[config.mk]
export PLATFORM = sky130hd
export DESIGN_NAME = ped_request_ctrl_flat
export DESIGN_NICKNAME = d
export VERILOG_FILES = /design/src/rtl/ped_request_ctrl_if.sv /design/src/rtl/ped_request_ctrl.sv /design/src/flat_wrapper.sv
export SDC_FILE = /design/constraint.sdc
export NUM_CORES = 1
export LEC_CHECK = 0
export ABC_AREA = 1
export ABC_CLOCK_PERIOD_IN_PS = 5000
export BUFFER_PORTS_ARGS = -buffer_cell sky130_fd_sc_hd__buf_2
export CORE_UTILIZATION = 40
export CTS_CLUSTER_DIAMETER = 30
export DETAILED_ROUTE_END_ITERATION = 12
export GPL_ROUTABILITY_DRIVEN = 0
export GPL_TIMING_DRIVEN = 0
export PLACE_DENSITY = 0.53
export SETUP_SLACK_MARGIN = 0.15
export SYNTH_ARGS = -nofsm -noshare
export SYNTH_HDL_FRONTEND = slang
export SYNTH_SLANG_ARGS = --single-unit
[constraint.sdc]
create_clock -name clk -period 5 [get_ports clk]
set_input_delay 1 -clock clk [delete_from_list [all_inputs] [get_ports clk]]
set_output_delay 1 -clock clk [all_outputs]
set_load 0.005 [all_outputs]
[src/rtl/ped_request_ctrl_if.sv]
// Pedestrian request bundle between the button front-end and its consumer.
//   btn     : raw push-buttons, bit i = crossing i+1, asynchronous, 1 = pressed
//   walk    : controller walk outputs {P4,P3,P2,P1}, synchronous to clk
//   req     : pending request per crossing
//   urgent  : request pending for too long
//   any_req : OR of req
//   btn_db  : debounced button level
// master = controller/bench side, slave = ped_request_ctrl.
interface ped_request_ctrl_if;
  logic [3:0] btn;
  logic [3:0] walk;
  logic [3:0] req;
  logic [3:0] urgent;
  logic       any_req;
  logic [3:0] btn_db;

  modport master (
    output btn,
    output walk,
    input  req,
    input  urgent,
    input  any_req,
    input  btn_db
  );

  modport slave (
    input  btn,
    input  walk,
    output req,
    output urgent,
    output any_req,
    output btn_db
  );
endinterface

[src/rtl/ped_request_ctrl.sv]
// Pedestrian request conditioning for the 4-way traffic controller.
// Each raw button is synchronised, debounced on a slow sample tick and latched
// as a pending request until the controller raises the matching walk output.
// Requests waiting URGENT_TICKS sample ticks or longer are flagged urgent.
// Ports:
//   clk   : system clock
//   reset : asynchronous active-low reset
//   ped   : slave side of ped_request_ctrl_if (btn/walk in; req/urgent/any_req/btn_db out)
module ped_request_ctrl #(
  parameter int unsigned SAMPLE_DIV   = 100000,
  parameter int unsigned DEB_SAMPLES  = 8,
  parameter int unsigned WAIT_W       = 12,
  parameter int unsigned URGENT_TICKS = 2000
) (
  input logic               clk,
  input logic               reset,
  ped_request_ctrl_if.slave ped
);

  localparam int unsigned N      = 4;
  localparam int unsigned DIV_W  = (SAMPLE_DIV > 1) ? $clog2(SAMPLE_DIV) : 1;
  localparam int unsigned DCNT_W = $clog2(DEB_SAMPLES + 1);

  localparam logic [DIV_W-1:0]  DIV_LAST  = DIV_W'(SAMPLE_DIV - 1);
  localparam logic [DCNT_W-1:0] DCNT_LAST = DCNT_W'(DEB_SAMPLES - 1);
  localparam logic [WAIT_W-1:0] WAIT_MAX  = '1;
  localparam logic [WAIT_W-1:0] WAIT_URG  = WAIT_W'(URGENT_TICKS);

  typedef enum logic [1:0] {
    ST_UP      = 2'd0,
    ST_DN_PEND = 2'd1,
    ST_DOWN    = 2'd2,
    ST_UP_PEND = 2'd3
  } deb_state_e;

  logic [DIV_W-1:0]  div_q, div_d;
  logic              tick_c;
  logic [N-1:0]      sync1_q, sync2_q;
  deb_state_e        deb_q  [N];
  deb_state_e        deb_d  [N];
  logic [DCNT_W-1:0] dcnt_q [N];
  logic [DCNT_W-1:0] dcnt_d [N];
  logic [N-1:0]      press_evt_c;
  logic [N-1:0]      req_q, req_d;
  logic [N-1:0]      urgent_q, urgent_d;
  logic              any_req_q, any_req_d;
  logic [N-1:0]      btn_db_q, btn_db_d;
  logic [WAIT_W-1:0] wcnt_q [N];
  logic [WAIT_W-1:0] wcnt_d [N];

  // Sample-tick prescaler
  assign tick_c = (div_q == DIV_LAST);

  always_comb begin
    div_d = tick_c ? '0 : div_q + DIV_W'(1);
  end

  // Debounce FSMs: only move on a sample tick; press_evt marks the entry into DOWN
  always_comb begin
    for (int i = 0; i < N; i++) begin
      deb_d[i]       = deb_q[i];
      dcnt_d[i]      = dcnt_q[i];
      press_evt_c[i] = 1'b0;
      if (tick_c) begin
        unique case (deb_q[i])
          ST_UP: begin
            if (sync2_q[i]) begin
              if (DEB_SAMPLES == 1) begin
                deb_d[i]       = ST_DOWN;
                dcnt_d[i]      = '0;
                press_evt_c[i] = 1'b1;
              end else begin
                deb_d[i]  = ST_DN_PEND;
                dcnt_d[i] = DCNT_W'(1);
              end
            end
          end
          ST_DN_PEND: begin
            if (!sync2_q[i]) begin
              deb_d[i]  = ST_UP;
              dcnt_d[i] = '0;
            end else if (dcnt_q[i] == DCNT_LAST) begin
              deb_d[i]       = ST_DOWN;
              dcnt_d[i]      = '0;
              press_evt_c[i] = 1'b1;
            end else begin
              dcnt_d[i] = dcnt_q[i] + DCNT_W'(1);
            end
          end
          ST_DOWN: begin
            if (!sync2_q[i]) begin
              if (DEB_SAMPLES == 1) begin
                deb_d[i]  = ST_UP;
                dcnt_d[i] = '0;
              end else begin
                deb_d[i]  = ST_UP_PEND;
                dcnt_d[i] = DCNT_W'(1);
              end
            end
          end
          ST_UP_PEND: begin
            if (sync2_q[i]) begin
              deb_d[i]  = ST_DOWN;
              dcnt_d[i] = '0;
            end else if (dcnt_q[i] == DCNT_LAST) begin
              deb_d[i]  = ST_UP;
              dcnt_d[i] = '0;
            end else begin
              dcnt_d[i] = dcnt_q[i] + DCNT_W'(1);
            end
          end
          default: begin
            deb_d[i]  = ST_UP;
            dcnt_d[i] = '0;
          end
        endcase
      end
    end
  end

  // Request latch, saturating wait counter and urgency flag per crossing.
  // Urgency is taken from the current request/count so it drops one clk after req.
  always_comb begin
    for (int i = 0; i < N; i++) begin
      req_d[i]    = ped.walk[i] ? 1'b0 : (req_q[i] | press_evt_c[i]);
      urgent_d[i] = req_q[i] & (wcnt_q[i] >= WAIT_URG);
      btn_db_d[i] = (deb_d[i] == ST_DOWN) || (deb_d[i] == ST_UP_PEND);
      wcnt_d[i]   = wcnt_q[i];
      if (!req_d[i]) begin
        wcnt_d[i] = '0;
      end else if (tick_c && req_q[i] && (wcnt_q[i] != WAIT_MAX)) begin
        wcnt_d[i] = wcnt_q[i] + WAIT_W'(1);
      end
    end
    any_req_d = |req_d;
  end

  // State registers
  always_ff @(posedge clk or negedge reset) begin
    if (!reset) begin
      div_q     <= '0;
      sync1_q   <= '0;
      sync2_q   <= '0;
      req_q     <= '0;
      urgent_q  <= '0;
      any_req_q <= 1'b0;
      btn_db_q  <= '0;
      for (int i = 0; i < N; i++) begin
        deb_q[i]  <= ST_UP;
        dcnt_q[i] <= '0;
        wcnt_q[i] <= '0;
      end
    end else begin
      div_q     <= div_d;
      sync1_q   <= ped.btn;
      sync2_q   <= sync1_q;
      req_q     <= req_d;
      urgent_q  <= urgent_d;
      any_req_q <= any_req_d;
      btn_db_q  <= btn_db_d;
      for (int i = 0; i < N; i++) begin
        deb_q[i]  <= deb_d[i];
        dcnt_q[i] <= dcnt_d[i];
        wcnt_q[i] <= wcnt_d[i];
      end
    end
  end

  assign ped.req     = req_q;
  assign ped.urgent  = urgent_q;
  assign ped.any_req = any_req_q;
  assign ped.btn_db  = btn_db_q;

endmodule

[src/flat_wrapper.sv]
// flat-port wrapper written by rule: the top's interface ports become plain ports
module ped_request_ctrl_flat 
#(
  parameter int unsigned SAMPLE_DIV   = 100000,
  parameter int unsigned DEB_SAMPLES  = 8,
  parameter int unsigned WAIT_W       = 12,
  parameter int unsigned URGENT_TICKS = 2000
)
  (clk, reset, ped_btn, ped_walk, ped_req, ped_urgent, ped_any_req, ped_btn_db);
  ped_request_ctrl_if ped_i ();
  input logic clk;
  input logic reset;
  input wire logic [$bits(ped_i.btn)-1:0] ped_btn;
  input wire logic [$bits(ped_i.walk)-1:0] ped_walk;
  output wire logic [$bits(ped_i.req)-1:0] ped_req;
  output wire logic [$bits(ped_i.urgent)-1:0] ped_urgent;
  output wire logic [$bits(ped_i.any_req)-1:0] ped_any_req;
  output wire logic [$bits(ped_i.btn_db)-1:0] ped_btn_db;
  assign ped_i.btn = ped_btn;
  assign ped_i.walk = ped_walk;
  assign ped_req = ped_i.req;
  assign ped_urgent = ped_i.urgent;
  assign ped_any_req = ped_i.any_req;
  assign ped_btn_db = ped_i.btn_db;
  ped_request_ctrl #(.SAMPLE_DIV(SAMPLE_DIV), .DEB_SAMPLES(DEB_SAMPLES), .WAIT_W(WAIT_W), .URGENT_TICKS(URGENT_TICKS)) u_core (.clk(clk), .reset(reset), .ped(ped_i));
endmodule
== Word level (Yosys, flattened, before mapping) ==
Cells that the tools add are included.
Operators by class
  equality and inequality tests: 41
  bitwise operators: 8
  add/sub/neg operators: 9
  reduce and logical (&&, ||, !) cells: 21
  order comparisons: 4
  mux-type cells: 85
Operators by type and width (count)
  2-to-1 mux 12 bit: 8
  2-to-1 mux 4 bit: 20
  case mux 4 bit (4 select lines): 4
  2-to-1 mux 2 bit: 28
  adder 12 x 1 -> 12 bit, second input constant: 4
  >= comparator 12 x 11 -> 1 bit, second input constant: 4
  inequality test 12 bit, second input constant: 4
  equality test 2 bit, second input constant: 16
  case mux 2 bit (4 select lines): 4
  2-to-1 mux 1 bit: 20
  adder 17 x 1 -> 17 bit, second input constant: 1
  equality test 17 bit, second input constant: 1
  2-to-1 mux 17 bit: 1
  adder 4 x 1 -> 4 bit, second input constant: 4
  equality test 4 x 3 -> 1 bit, second input constant: 4
  inequality test 2 bit, second input constant: 8
  AND reduction 3 bit: 4
  equality test 2 x 1 -> 1 bit, second input constant: 4
  logical AND 1 bit: 8
  zero test 2 bit: 4
  inequality test 2 x 1 -> 1 bit, second input constant: 4
  AND 1 bit: 4
  logical OR 1 bit: 4
  bitwise OR 1 bit: 4
  OR reduction 4 bit: 1
Word-level totals
  logic and storage cells: 187
  output and inout bits: 13
  input port bits: 10
  register bits: 110

== Logic depth before layout (Yosys ltp) ==
  depth in word-level cells: 8
  depth in mapped cells: 11
  depth with buffers taken out: 11

== Worst setup path before layout ==
OpenSTA, ideal clock, no wires.
  path kind: reg2reg
  from: register u_core.div_q[0]
  to: register u_core.wcnt_q[6] (netlist name)
  library setup time: 0.117 ns
  stages on the path, launching flop included: 12
  path slack: 3.396 ns
  arrival: 1.488 ns
  clock period less this slack: 1.604 ns
  cells stage by stage: dfrtp_1 ha_1 nand2_1 nor2_1 nand2_2 nor2_4 buf_6 nand4_1 inv_1 nand2_1 nand2_1 nor2_1
Between the ends
  word-level cells in the longest chain between the ends: 5
  elaborated cells on any way between the ends: 8
  those cells by class: eq/ne: 2; mux: 3; bitwise: 1; reduce/logical: 2
Ends and longest elaborated chain
  start: declaration: RTL line ped_request_ctrl.sv:36  | logic [DIV_W-1:0] div_q, div_d;
  start signal: assignment: RTL line ped_request_ctrl.sv:154  | div_q <= div_d;
  equality test 17 bit (*): RTL line ped_request_ctrl.sv:52  | assign tick_c = (div_q == DIV_LAST);
  2-to-1 mux 1 bit: RTL line ped_request_ctrl.sv:64  | if (tick_c) begin
  bitwise OR 1 bit: RTL line ped_request_ctrl.sv:125  | req_d[i] = ped.walk[i] ? 1'b0 : (req_q[i] | press_evt_c[i]);
  2-to-1 mux 1 bit: RTL line ped_request_ctrl.sv:125
  inequality test 2 bit (no source line) / 2-to-1 mux 12 bit (equally long branches)
  end signal: indexed assignment: RTL line ped_request_ctrl.sv:164  | wcnt_q[i] <= wcnt_d[i];
  end: declaration: RTL line ped_request_ctrl.sv:48  | logic [WAIT_W-1:0] wcnt_q [N];
Every way passes the cells marked *; elsewhere a longest branch is shown, timed or not.
A chain may end at the register's enable or synchronous reset.

== Worst setup path in the final report ==
  from: register u_core.div_q[0]
  to: register u_core.btn_db_q[2], in the netlist u_core.ped.btn_db[2]
Between the ends
  word-level cells in the longest chain between the ends: 4
  elaborated cells on any way between the ends: 5
  those cells by class: eq/ne: 3; mux: 1; reduce/logical: 1
Ends and longest elaborated chain
  equality test 17 bit (*): RTL line ped_request_ctrl.sv:52
  2-to-1 mux 2 bit (*): RTL line ped_request_ctrl.sv:64
  equality test 2 bit: RTL line ped_request_ctrl.sv:127  | btn_db_d[i] = (deb_d[i] == ST_DOWN) || (deb_d[i] == ST_UP_PEND);
  logical OR 1 bit (*): RTL line ped_request_ctrl.sv:127
  via u_core.btn_db_d[2]: RTL line ped_request_ctrl.sv:47  | logic [N-1:0] btn_db_q, btn_db_d;
  end signal: assignment: RTL line ped_request_ctrl.sv:160  | btn_db_q <= btn_db_d;
  end: declaration: RTL line ped_request_ctrl.sv:47
The timed path passes the listed nets; every way through them passes the cells marked *.

==> impl_results.html <==
<table>
<tr><th>Metric</th><th>Value</th></tr>
<tr><th colspan="2">Outcome</th></tr>
<tr><td>Run status</td><td>finished, final reports clean</td></tr>
<tr><th colspan="2">Cells and area</th></tr>
<tr><td>Leading cell type in the layout, fill and taps excluded</td><td>sky130_fd_sc_hd__nand2_1</td></tr>
<tr><td>Core utilization of the finished layout</td><td>45.0%</td></tr>
<tr><td>Commonest non-fill, non-tap cells in the layout</td><td>sky130_fd_sc_hd__nand2_1, sky130_fd_sc_hd__nor2_1, sky130_fd_sc_hd__inv_1, sky130_fd_sc_hd__dfrtp_1, sky130_fd_sc_hd__nand4_1</td></tr>
<tr><td>Ratio of cells with drive above 1 in the final layout</td><td>8.02%</td></tr>
<tr><td>P&amp;R area growth vs syn</td><td>10.3%</td></tr>
<tr><td>Inserted Diodes</td><td>0</td></tr>
<tr><td>Number of nets in the layout</td><td>892</td></tr>
<tr><th colspan="2">Timing</th></tr>
<tr><td>Worst Max-Slew Pin Slew</td><td>0.549 ns</td></tr>
<tr><td>Headroom to the max-slew limit</td><td>63.4%</td></tr>
<tr><td>Clock skew after layout</td><td>0.00638 ns</td></tr>
<tr><td>Count of pins over their slew limit</td><td>0</td></tr>
<tr><td>Minimum clock period after layout</td><td>2.17 ns</td></tr>
<tr><td>Final setup vio count</td><td>0</td></tr>
<tr><td>Final Hold Fails</td><td>0</td></tr>
<tr><td>Unrepaired setup endpoints after global routing</td><td>false</td></tr>
<tr><td>FMAX</td><td>0.462 GHz</td></tr>
<tr><td>Post-Route Setup TNS</td><td>0 ns</td></tr>
<tr><td>Final cycle utilization of the critical path</td><td>43.3%</td></tr>
<tr><th colspan="2">Yosys</th></tr>
<tr><td>Share of synthesized cell area in full adder, half adder and majority cells</td><td>2.63%</td></tr>
<tr><td>Largest family of logic cells by synthesized area</td><td>simple AND/OR/NAND/NOR gates</td></tr>
<tr><td>Flops &amp; latches, synth</td><td>110</td></tr>
<tr><td>Mean cell area of the mapped netlist</td><td>7.40 um2</td></tr>
<tr><td>Proportion of synthesized area in mux cells</td><td>0.486%</td></tr>
<tr><td>Xor/xnor share of the synthesized area</td><td>2.13%</td></tr>
<tr><td>Compound-cell area share of the yosys netlist</td><td>6.93%</td></tr>
<tr><td>Number of distinct library cells after synthesis</td><td>37</td></tr>
<tr><td>Post-synthesis instance total</td><td>835</td></tr>
<tr><td>Warnings from Yosys</td><td>0</td></tr>
<tr><td>Total nets after synthesis</td><td>858</td></tr>
<tr><td>Netlist Area Pre-Place</td><td>6180 um2</td></tr>
<tr><td>Simple-gate portion of the synthesized area</td><td>34.4%</td></tr>
<tr><td>Sequential element share of the synthesized area</td><td>44.6%</td></tr>
<tr><th colspan="2">Setup path</th></tr>
<tr><td>CP peak stage delay</td><td>0.40 ns</td></tr>
<tr><td>Cell with the largest stage delay on the worst path</td><td>sky130_fd_sc_hd__nor2_2</td></tr>
<tr><td>Startpoint type of the worst setup path</td><td>register</td></tr>
<tr><td>Total number of cells along the worst setup path</td><td>8</td></tr>
<tr><td>Buffers &amp; Inverters on Critical Path</td><td>1</td></tr>
<tr><td>Endpoint arrival time on the critical path</td><td>2.39 ns</td></tr>
<tr><td>Worst setup path startpoint</td><td>u_core.div_q[0]</td></tr>
<tr><td>Class of the most critical setup path</td><td>register to register</td></tr>
<tr><td>Setup slack on the worst flop-to-flop path</td><td>2.83 ns</td></tr>
<tr><td>Peak fanout along the critical path</td><td>7</td></tr>
<tr><td>Endpoint of the worst setup timing path</td><td>u_core.ped.btn_db[2]</td></tr>
<tr><td>Number of cells traversed by the worst register-to-register path</td><td>8</td></tr>
<tr><td>Delay-heaviest family, CP</td><td>simple AND/OR/NAND/NOR gates</td></tr>
<tr><td>Reg2Reg Launch Point</td><td>u_core.div_q[0]</td></tr>
<tr><td>Sort of element at the end of the critical path</td><td>register</td></tr>
<tr><td>Endpoint of the worst-slack reg-to-reg timing path</td><td>u_core.ped.btn_db[2]</td></tr>
<tr><td>Cells traversed along the worst timing path</td><td>ha_1, nand2_1, nor2_1, nand2_2, nor2_2, inv_1, nor3_1, o21ai_0</td></tr>
<tr><td>Data required time of the worst path</td><td>5.22 ns</td></tr>
<tr><th colspan="2">Drt</th></tr>
<tr><td>Starting DRC count in detailed routing</td><td>353</td></tr>
<tr><td>Pre-Repair DR Iteration Count</td><td>5</td></tr>
<tr><td>Routed length per placed instance</td><td>13.1 um</td></tr>
<tr><td>Drt drc</td><td>0</td></tr>
<tr><td>Detail-routed via count per cell</td><td>5.05</td></tr>
<tr><td>Number of vias after detailed routing</td><td>5359</td></tr>
<tr><td>Total Wirelength</td><td>13900 um</td></tr>
<tr><td>Number of nets with antenna violations after detailed routing</td><td>0</td></tr>
<tr><th colspan="2">Clock network</th></tr>
<tr><td>Number of clock sinks seen by CTS</td><td>110</td></tr>
<tr><td>CTS resizes</td><td>0</td></tr>
<tr><td>Hold buffers post-CTS</td><td>0</td></tr>
<tr><td>Post CTS Setup Buffer Count</td><td>0</td></tr>
<tr><td>H-tree level count</td><td>3</td></tr>
<tr><td>Number of buffers created by CTS</td><td>9</td></tr>
<tr><td>Clock root buffer</td><td>sky130_fd_sc_hd__clkbuf_16</td></tr>
<tr><td>Clock tree from TritonCTS</td><td>built</td></tr>
<tr><td>Clock-pin slew reported for the worst setup and hold paths after clock tree synthesis</td><td>0.07 ns</td></tr>
<tr><td>Clock buffer depth</td><td>2</td></tr>
<tr><td>Clock insertion delay at the later pin of the skew report</td><td>0.35 ns</td></tr>
<tr><th colspan="2">Power</th></tr>
<tr><td>Total power density per cell area</td><td>232 nW/um2</td></tr>
<tr><td>LEAKAGE</td><td>3.27 nW</td></tr>
<tr><td>Maximum VDD drop</td><td>0.163 mV</td></tr>
<tr><th colspan="2">Global routing</th></tr>
<tr><td>Overflow left after global routing</td><td>0</td></tr>
<tr><td>Wire length of the first global-routing pass</td><td>24100 um</td></tr>
<tr><td>Antenna violations before repair</td><td>0</td></tr>
<tr><td>Largest net degree at the start of global routing</td><td>57</td></tr>
<tr><td>Vias in the first global route</td><td>5059</td></tr>
<tr><td>Overall track demand over capacity in global routing</td><td>18.9%</td></tr>
<tr><th colspan="2">Flow run</th></tr>
<tr><td>Maximum Capacitance Violations</td><td>0</td></tr>
<tr><th colspan="2">Floorplanning</th></tr>
<tr><td>Initial cell density of the core</td><td>40.8%</td></tr>
<tr><td>Standard-cell rows</td><td>45</td></tr>
<tr><td>Die Area</td><td>15900 um2</td></tr>
<tr><td>Die Y-Extent</td><td>126 um</td></tr>
<tr><td>Horizontal die dimension</td><td>126 um</td></tr>
<tr><td>Count of pins on the block boundary</td><td>23</td></tr>
<tr><td>Placeable core area</td><td>15100 um2</td></tr>
<tr><th colspan="2">Placed design</th></tr>
<tr><td>Half-perimeter wire length after placement</td><td>9960 um</td></tr>
<tr><td>Port bufs</td><td>22</td></tr>
<tr><th colspan="2">Min path</th></tr>
<tr><td>Worst hold path type</td><td>register to register</td></tr>
</table>
==> metal layers <==
layer / wire length, um / track usage (%) / up-vias
met5: 0 / 0 / -
met4: 163 / 6.09 / 0
met3: 425 / 3.70 / 13
met2: 6490 / 31.7 / 80
met1: 6800 / 24.7 / 2522
li1: - / - / 2744
==> through the flow <==
stage	cells	cell area (um2)	power, W	hold slack [ns]	worst slack [ns]
global route	1061	6810	0.00165	0.365	2.64
floorplan	835	6180	0.000920	0.331	3.40
finish	1061	6810	0.00158	0.350	2.83
CTS	1061	6810	0.00162	0.351	2.82
detailed placement	1046	6560	0.000948	0.335	2.85
global placement	1045	6520	0.000945	0.333	1.52
==> worst min-delay path by stage <==
stage | from | end | depth (start not counted)
finish | u_core.sync1_q[2] | u_core.sync2_q[2] | 0
global route | u_core.sync1_q[3] | u_core.sync2_q[3] | 0
CTS | u_core.sync1_q[2] | u_core.sync2_q[2] | 0
detailed placement | u_core.sync1_q[2] | u_core.sync2_q[2] | 0
global placement | u_core.sync1_q[3] | u_core.sync2_q[3] | 0
floorplan | u_core.sync1_q[0] | u_core.sync2_q[0] | 0
==> cells in the mapped netlist, drive strengths merged <==
master | count | area, um2
a21oi | 16 | 80.1
a31oi | 4 | 25.0
and3 | 1 | 6.26
buf | 7 | 46.3
clkbuf | 1 | 3.75
clkinv | 2 | 8.75
dfrtp | 110 | 2750
ha | 13 | 163
inv | 130 | 488
mux2i | 3 | 30.0
nand2 | 197 | 767
nand3 | 51 | 283
nand4 | 55 | 344
nor2 | 150 | 586
nor3 | 23 | 115
nor3b | 1 | 7.51
nor4 | 1 | 6.26
o2111ai | 1 | 8.76
o211ai | 1 | 7.51
o21a | 1 | 7.51
o21ai | 29 | 145
o21bai | 14 | 105
o22ai | 3 | 18.8
o31ai | 4 | 30.0
or2 | 2 | 12.5
xnor2 | 1 | 8.76
xor2 | 14 | 123
==> state kept, by name (all words and copies together) (netlist names), 8 cells and up <==
| register | flops |
|---|---|
| u_core.dcnt_q | 16 |
| u_core.wcnt_q | 48 |
| u_core.div_q | 17 |
| u_core.deb_q | 8 |
==> logic make-up after synthesis <==
kind of cell,count (synthesis)
multiplexers,3
AND/OR/NAND/NOR,481
flip-flops,110
buffers and inverters,140
XOR/XNOR,15
AO/OA/AOI/OAI,73
adder cells (fa/ha/maj),13
==> where the power goes <==
group | leakage (nW) | total [W] | internal, W | switching [W]
sequential | 1.50 | 0.000894 | 0.000893 | 0.00000178
clock | 0.128 | 0.000650 | 0.000332 | 0.000318
combinational | 1.64 | 0.0000347 | 0.00000762 | 0.0000271
total | 3.27 | 0.00158 | 0.00123 | 0.000347
==> area by class of cell <==
type	instances	area, um2
Buffer	8	50.0
Clock inverter	5	27.5
Sequential cell	110	2750
Clock buffer	10	229
Timing Repair Buffer	23	144
Inverter	132	497
Multi-Input combinational cell	585	2880
Fill cell	1518	8330
Tap cell	188	235
No activity file was read; power rests on OpenSTA's default activity.
